<file path="src/rtl/hex_input_pkg.sv">
// Shared types and constants for the player-input front-end.
package hex_input_pkg;

  localparam int unsigned NUM_PLAYERS = 4;
  localparam int unsigned PLAYER_W    = 2;

  typedef enum logic [1:0] {
    ST_IDLE     = 2'd0,
    ST_ARMED    = 2'd1,
    ST_CAPTURED = 2'd2,
    ST_TIMEDOUT = 2'd3
  } arb_state_e;

  // Index of the lowest set request bit (0 when none are set).
  function automatic logic [PLAYER_W-1:0] first_player(input logic [NUM_PLAYERS-1:0] req);
    first_player = '0;
    for (int unsigned i = NUM_PLAYERS; i > 0; i--) begin
      if (req[i-1]) first_player = PLAYER_W'(i - 1);
    end
  endfunction

endpackage

</file>
<file path="src/rtl/btn_debounce.sv">
// Two-flop synchronizer followed by a counting debouncer with rising-edge pulse.
module btn_debounce #(
  parameter int unsigned DEBOUNCE_CYCLES = 16
) (
  input  logic clk,
  input  logic rst,
  input  logic raw,
  output logic level,
  output logic rise
);

  localparam int unsigned CW = (DEBOUNCE_CYCLES > 1) ? $clog2(DEBOUNCE_CYCLES) : 1;
  localparam logic [CW-1:0] CNT_LAST = CW'(DEBOUNCE_CYCLES - 1);

  logic          sync1_q, sync1_d;
  logic          sync2_q, sync2_d;
  logic          level_q, level_d;
  logic          rise_q,  rise_d;
  logic [CW-1:0] cnt_q,   cnt_d;

  // Count consecutive synchronized samples that disagree with the accepted level.
  always_comb begin
    sync1_d = raw;
    sync2_d = sync1_q;
    level_d = level_q;
    rise_d  = 1'b0;
    cnt_d   = '0;
    if (sync2_q != level_q) begin
      if (cnt_q == CNT_LAST) begin
        level_d = sync2_q;
        rise_d  = sync2_q;
      end else begin
        cnt_d = cnt_q + 1'b1;
      end
    end
  end

  // Synchronizer, debounce state and edge pulse registers.
  always_ff @(posedge clk) begin
    if (rst) begin
      sync1_q <= 1'b0;
      sync2_q <= 1'b0;
      level_q <= 1'b0;
      rise_q  <= 1'b0;
      cnt_q   <= '0;
    end else begin
      sync1_q <= sync1_d;
      sync2_q <= sync2_d;
      level_q <= level_d;
      rise_q  <= rise_d;
      cnt_q   <= cnt_d;
    end
  end

  assign level = level_q;
  assign rise  = rise_q;

endmodule

</file>
<file path="src/rtl/player_input_arbiter.sv">
// Buzzer arbiter: conditions player buttons, picks the first player while armed,
// freezes player index and switch value, holds flag/timeout until cleared.
module player_input_arbiter
  import hex_input_pkg::*;
#(
  parameter int unsigned DEBOUNCE_CYCLES = 16,
  parameter int unsigned TIMEOUT_CYCLES  = 0
) (
  input  logic                   clk,
  input  logic                   rst,
  input  logic [NUM_PLAYERS-1:0] btn,
  input  logic [7:0]             sw,
  input  logic                   arm,
  input  logic                   clear,
  output logic                   playerInputFlag,
  output logic [PLAYER_W-1:0]    firstPlayerFlag,
  output logic [7:0]             switchInput,
  output logic                   timeout,
  output logic [1:0]             state_dbg
);

  localparam int unsigned WW = (TIMEOUT_CYCLES > 1) ? $clog2(TIMEOUT_CYCLES) : 1;
  localparam logic [WW-1:0] WIN_LAST = WW'((TIMEOUT_CYCLES == 0) ? 0 : TIMEOUT_CYCLES - 1);

  logic [NUM_PLAYERS-1:0] press;
  // Debounced levels are not needed past the edge detector.
  logic [NUM_PLAYERS-1:0] unused_level;

  for (genvar g = 0; g < NUM_PLAYERS; g++) begin : g_btn
    btn_debounce #(.DEBOUNCE_CYCLES(DEBOUNCE_CYCLES)) u_deb (
      .clk   (clk),
      .rst   (rst),
      .raw   (btn[g]),
      .level (unused_level[g]),
      .rise  (press[g])
    );
  end

  logic [7:0]          sw_s1_q, sw_s1_d;
  logic [7:0]          sw_s2_q, sw_s2_d;
  arb_state_e          state_q, state_d;
  logic                flag_q,  flag_d;
  logic                to_q,    to_d;
  logic [PLAYER_W-1:0] fp_q,    fp_d;
  logic [7:0]          swv_q,   swv_d;
  logic [WW-1:0]       win_q,   win_d;

  // Next-state, capture and window-counter logic; outputs follow the next state.
  always_comb begin
    sw_s1_d = sw;
    sw_s2_d = sw_s1_q;
    state_d = state_q;
    fp_d    = fp_q;
    swv_d   = swv_q;
    win_d   = win_q;
    unique case (state_q)
      ST_IDLE: begin
        if (arm) begin
          state_d = ST_ARMED;
          win_d   = '0;
        end
      end
      ST_ARMED: begin
        if (|press) begin
          state_d = ST_CAPTURED;
          fp_d    = first_player(press);
          swv_d   = sw_s2_q;
        end else if (TIMEOUT_CYCLES != 0 && win_q == WIN_LAST) begin
          state_d = ST_TIMEDOUT;
        end else if (arm) begin
          win_d = '0;
        end else if (TIMEOUT_CYCLES != 0) begin
          win_d = win_q + 1'b1;
        end
      end
      ST_CAPTURED: begin
        if (clear) state_d = ST_IDLE;
      end
      ST_TIMEDOUT: begin
        if (clear) state_d = ST_IDLE;
      end
      default: state_d = ST_IDLE;
    endcase
    flag_d = (state_d == ST_CAPTURED);
    to_d   = (state_d == ST_TIMEDOUT);
  end

  // State, capture and output registers.
  always_ff @(posedge clk) begin
    if (rst) begin
      sw_s1_q <= '0;
      sw_s2_q <= '0;
      state_q <= ST_IDLE;
      flag_q  <= 1'b0;
      to_q    <= 1'b0;
      fp_q    <= '0;
      swv_q   <= '0;
      win_q   <= '0;
    end else begin
      sw_s1_q <= sw_s1_d;
      sw_s2_q <= sw_s2_d;
      state_q <= state_d;
      flag_q  <= flag_d;
      to_q    <= to_d;
      fp_q    <= fp_d;
      swv_q   <= swv_d;
      win_q   <= win_d;
    end
  end

  assign playerInputFlag = flag_q;
  assign firstPlayerFlag = fp_q;
  assign switchInput     = swv_q;
  assign timeout         = to_q;
  assign state_dbg       = state_q;

endmodule
</file>
<file path="config.mk">
export PLATFORM = sky130hd
export DESIGN_NAME = player_input_arbiter
export DESIGN_NICKNAME = d
export VERILOG_FILES = /design/src/rtl/hex_input_pkg.sv /design/src/rtl/btn_debounce.sv /design/src/rtl/player_input_arbiter.sv
export SDC_FILE = /design/constraint.sdc
export NUM_CORES = 1
export LEC_CHECK = 0
export CAP_MARGIN = 20
export CORE_ASPECT_RATIO = 1.5
export CORE_UTILIZATION = 57
export CTS_CLUSTER_DIAMETER = 80
export CTS_CLUSTER_SIZE = 28
export DETAILED_ROUTE_END_ITERATION = 16
export GPL_TIMING_DRIVEN = 0
export PLACE_DENSITY = 0.83
export SYNTH_ARGS = -nofsm -noshare
export SYNTH_HDL_FRONTEND = slang
export SYNTH_HIERARCHICAL = 1
export SYNTH_SLANG_ARGS = --single-unit
export TNS_END_PERCENT = 20
</file>
<file path="constraint.sdc">
create_clock -name clk -period 2.4 [get_ports clk]
set_input_delay 0.48 -clock clk [delete_from_list [all_inputs] [get_ports clk]]
set_output_delay 0.48 -clock clk [all_outputs]
set_load 0.05 [all_outputs]
</file>
==> results.ini <==
[clocking]
htreeDepth = 3
cts_resized = 0
clockBufferDepth = 2
cts_buffers = 9
insertion_delay_ns = 0.32
clk_pin_slew_ns = 0.06
cts_num_sinks = 62
hold_buffers = 0
tritoncts = built
cts_setup_buffers = 0
clockRootBuffer = clkbuf_8

[worst_setup_path]
r2r-start = g_btn[1].u_deb/rise
start_kind = register
crit_path_end = state_dbg[1]
critPathLaunch = state_dbg[1]
path_buf_inv = 1
endpoint_kind = output port
path_depth = 1
rr_endpoint = firstPlayerFlag[0]
slowest_stage = clkdlybuf4s50_1
cp_cell_sequence = clkdlybuf4s50_1
cp_max_fo = 5
worstPathRequired_ns = 1.92
cp_slowest_stage_delay_ns = 0.85
worst-endpoint-arrival_ns = 1.57
worstSetupPathType = reg -> out
ff2ff_path_depth = 4
crit_family = buffers and inverters
reg2reg_slack_ns = 1.03

[synth]
synth_area_per_cell_um2 = 10.69
async_flop_share_pct = 0
syn_inst = 200
ys_seq_area_share_pct = 58.08
synth_area_um2 = 2137
ys.warnings.count = 6
syn-num-nets = 220
ys.flop_type = dfxtp_1
synth_top_area_share_pct = 58.08
ys_types = 27
synth_edf_count = 0
ys_ff_latch = 62
synth_area_leaders = dfxtp_1 58%, nor2b_1 7.6%, xor2_1 4.9%, nor2_1 3.3%, a21oi_1 2.8%
netlist.top_cell.by_area = dfxtp_1

[sta]
setup_violations = 0
slew_violations = 0
fmax_mhz = 486.9
tightest_slew_ns = 0.8985
rsz0062_at_grt = false
hold_ws_ns = 0.4384
post-route-period-util_pct = 85.57
hold_violations = 0
fin_crit_ns = 2.054
tns_ns = 0
skew_ns = 0.005828
max_slew_margin_pct = 39.92

[placed_design]
port_buffers = 29
dp_hpwl_um = 2640
gp_congestion = 0.7793

[job]
max_cap_viol_count = 0

[cells_and_area]
area_growth_syn_to_layout_pct = 23.59
num-nets-final = 260
most-common-layout-cells = 62 x dfxtp_1, 29 x clkdlybuf4s50_1, 26 x nor2b_1, 19 x nor2_1
utilization_pct = 75.88
diodes = 0
n_fill_cell = 249
layout-drive-gt1-share_pct = 10.20
final_common_cell = dfxtp_1

[routing]
drt-pass1-iter-count = 4
drt.antenna.violating_nets = 0
vias_per_cell = 5.226
dr_total_vias = 1500
routed_wl_um = 3702
drc = 0
detail_route.wl_per_cell_um = 12.90
drtIter0Drc = 30

[floorplanning]
core_area_um2 = 3481
die_w_um = 52.00
die_area_um2 = 4003
io_pins = 30
start_util_pct = 61.39
rows = 26
die_y_um = 76.99

[status]
outcome = complete, no violations

[pwr]
p_sw_share_pct = 21.13
power.internal_w = 0.001499
combPwrFrac_pct = 4.4
ir_worst_vdd_mv = 0.6763
switching_power_w = 0.0004016
power_density_nw_per_um2 = 719.5
power_leakage_nw = 1.080
clkPwrFrac_pct = 39.8
power_frac_seq_pct = 55.8

[hold_path]
hold_path_depth = 1
hold_class = reg -> reg

[global_route]
grt_max_degree = 28
grt_overflow = 0
antenna_found_initial = 0
track_usage_pct = 21.48
grt_pass1_wl_um = 6361
grt_pass1_vias = 1532

synth_stat cells, drive strengths merged (3+ instances only):
cell type,n
dfxtp,62
nor2b,26
nor4b,4
o21ai,9
nand2b,3
ha,4
xor2,12
and3b,5
inv,6
nand3b,4
nor2,19
nand3,16
clkbuf,4
mux2i,4
a21oi,12
kinds of logic after synthesis:
family	count (synthesis)	share of synthesized area, %
XOR/XNOR	12	4.918
adder cells (fa/ha/maj)	4	2.342
AO/OA/AOI/OAI	23	5.621
buffers and inverters	12	2.517
multiplexers	4	1.874
flip-flops	62	58.08
AND/OR/NAND/NOR	83	24.65
per-stage QoR:
| step | cell area, um^2 | total power, W | setup slack (ns) | cells |
|---|---|---|---|---|
| 2_1_floorplan | 2137 | 0.001123 | 0.9118 | 200 |
| 3_3_place_gp | 2480 | 0.001160 | 0.2118 | 271 |
| 3_5_place_dp | 2480 | 0.001165 | 0.1445 | 271 |
| 4_1_cts | 2641 | 0.001914 | 0.3386 | 287 |
| 5_1_grt | 2641 | 0.001980 | 0.2900 | 287 |
| 6_report | 2641 | 0.001900 | 0.3464 | 287 |
flip-flops by register name, indices dropped and copies added, names as in the netlist:
| register | flops |
|---|---|
| firstPlayerFlag | 2 |
| g_btn.u_deb/cnt_q | 16 |
| g_btn.u_deb/level | 4 |
| g_btn.u_deb/rise | 4 |
| g_btn.u_deb/sync1_q | 4 |
| g_btn.u_deb/sync2_q | 4 |
| playerInputFlag | 1 |
| state_dbg | 2 |
| sw_s1_q | 8 |
| sw_s2_q | 8 |
| switchInput | 8 |
| timeout | 1 |
final cells by class:
type | instances | area [um^2] | area share [%]
Clock inverter | 1 | 5.005 | 0.1895
Sequential cell | 62 | 1241 | 46.99
Inverter | 6 | 22.52 | 0.8527
Tap cell | 42 | 52.55 | 1.990
Timing Repair Buffer | 29 | 290.3 | 10.99
Multi-Input combinational cell | 126 | 842.1 | 31.88
Buffer | 6 | 31.28 | 1.184
Clock buffer | 15 | 156.4 | 5.921
routing by layer:
metal | global-route usage, % | share of wire [%] | vias up
li1 | - | - | 751
met1 | 23.18 | 40 | 693
met2 | 36.03 | 54 | 50
met3 | 7.341 | 5.2 | 6
met4 | 10.27 | 0.73 | 0
met5 | 0 | 0 | -
power by group through the flow:
stage | logic (W) | clock network, W | registers, W
floorplan | 0.0000378 | 0 | 0.00109
global placement | 0.0000788 | 0 | 0.00108
detailed placement | 0.0000825 | 0 | 0.00108
CTS | 0.0000833 | 0.000770 | 0.00106
global route | 0.0000912 | 0.000827 | 0.00106
finish | 0.0000828 | 0.000757 | 0.00106
worst min-delay path by stage:
stage,from,endpoint,slack (ns)
final,g_btn[0].u_deb/sync1_q,g_btn[0].u_deb/sync2_q,0.44
after global routing,g_btn[1].u_deb/sync1_q,g_btn[1].u_deb/sync2_q,0.46
after CTS,sw_s1_q[7],sw_s2_q[7],0.44
after detailed placement,sw_s1_q[7],sw_s2_q[7],0.43
after global placement,g_btn[2].u_deb/sync1_q,g_btn[2].u_deb/sync2_q,0.42
after floorplan,g_btn[0].u_deb/sync1_q,g_btn[0].u_deb/sync2_q,0.41
Power figures use the tool's default switching activity.
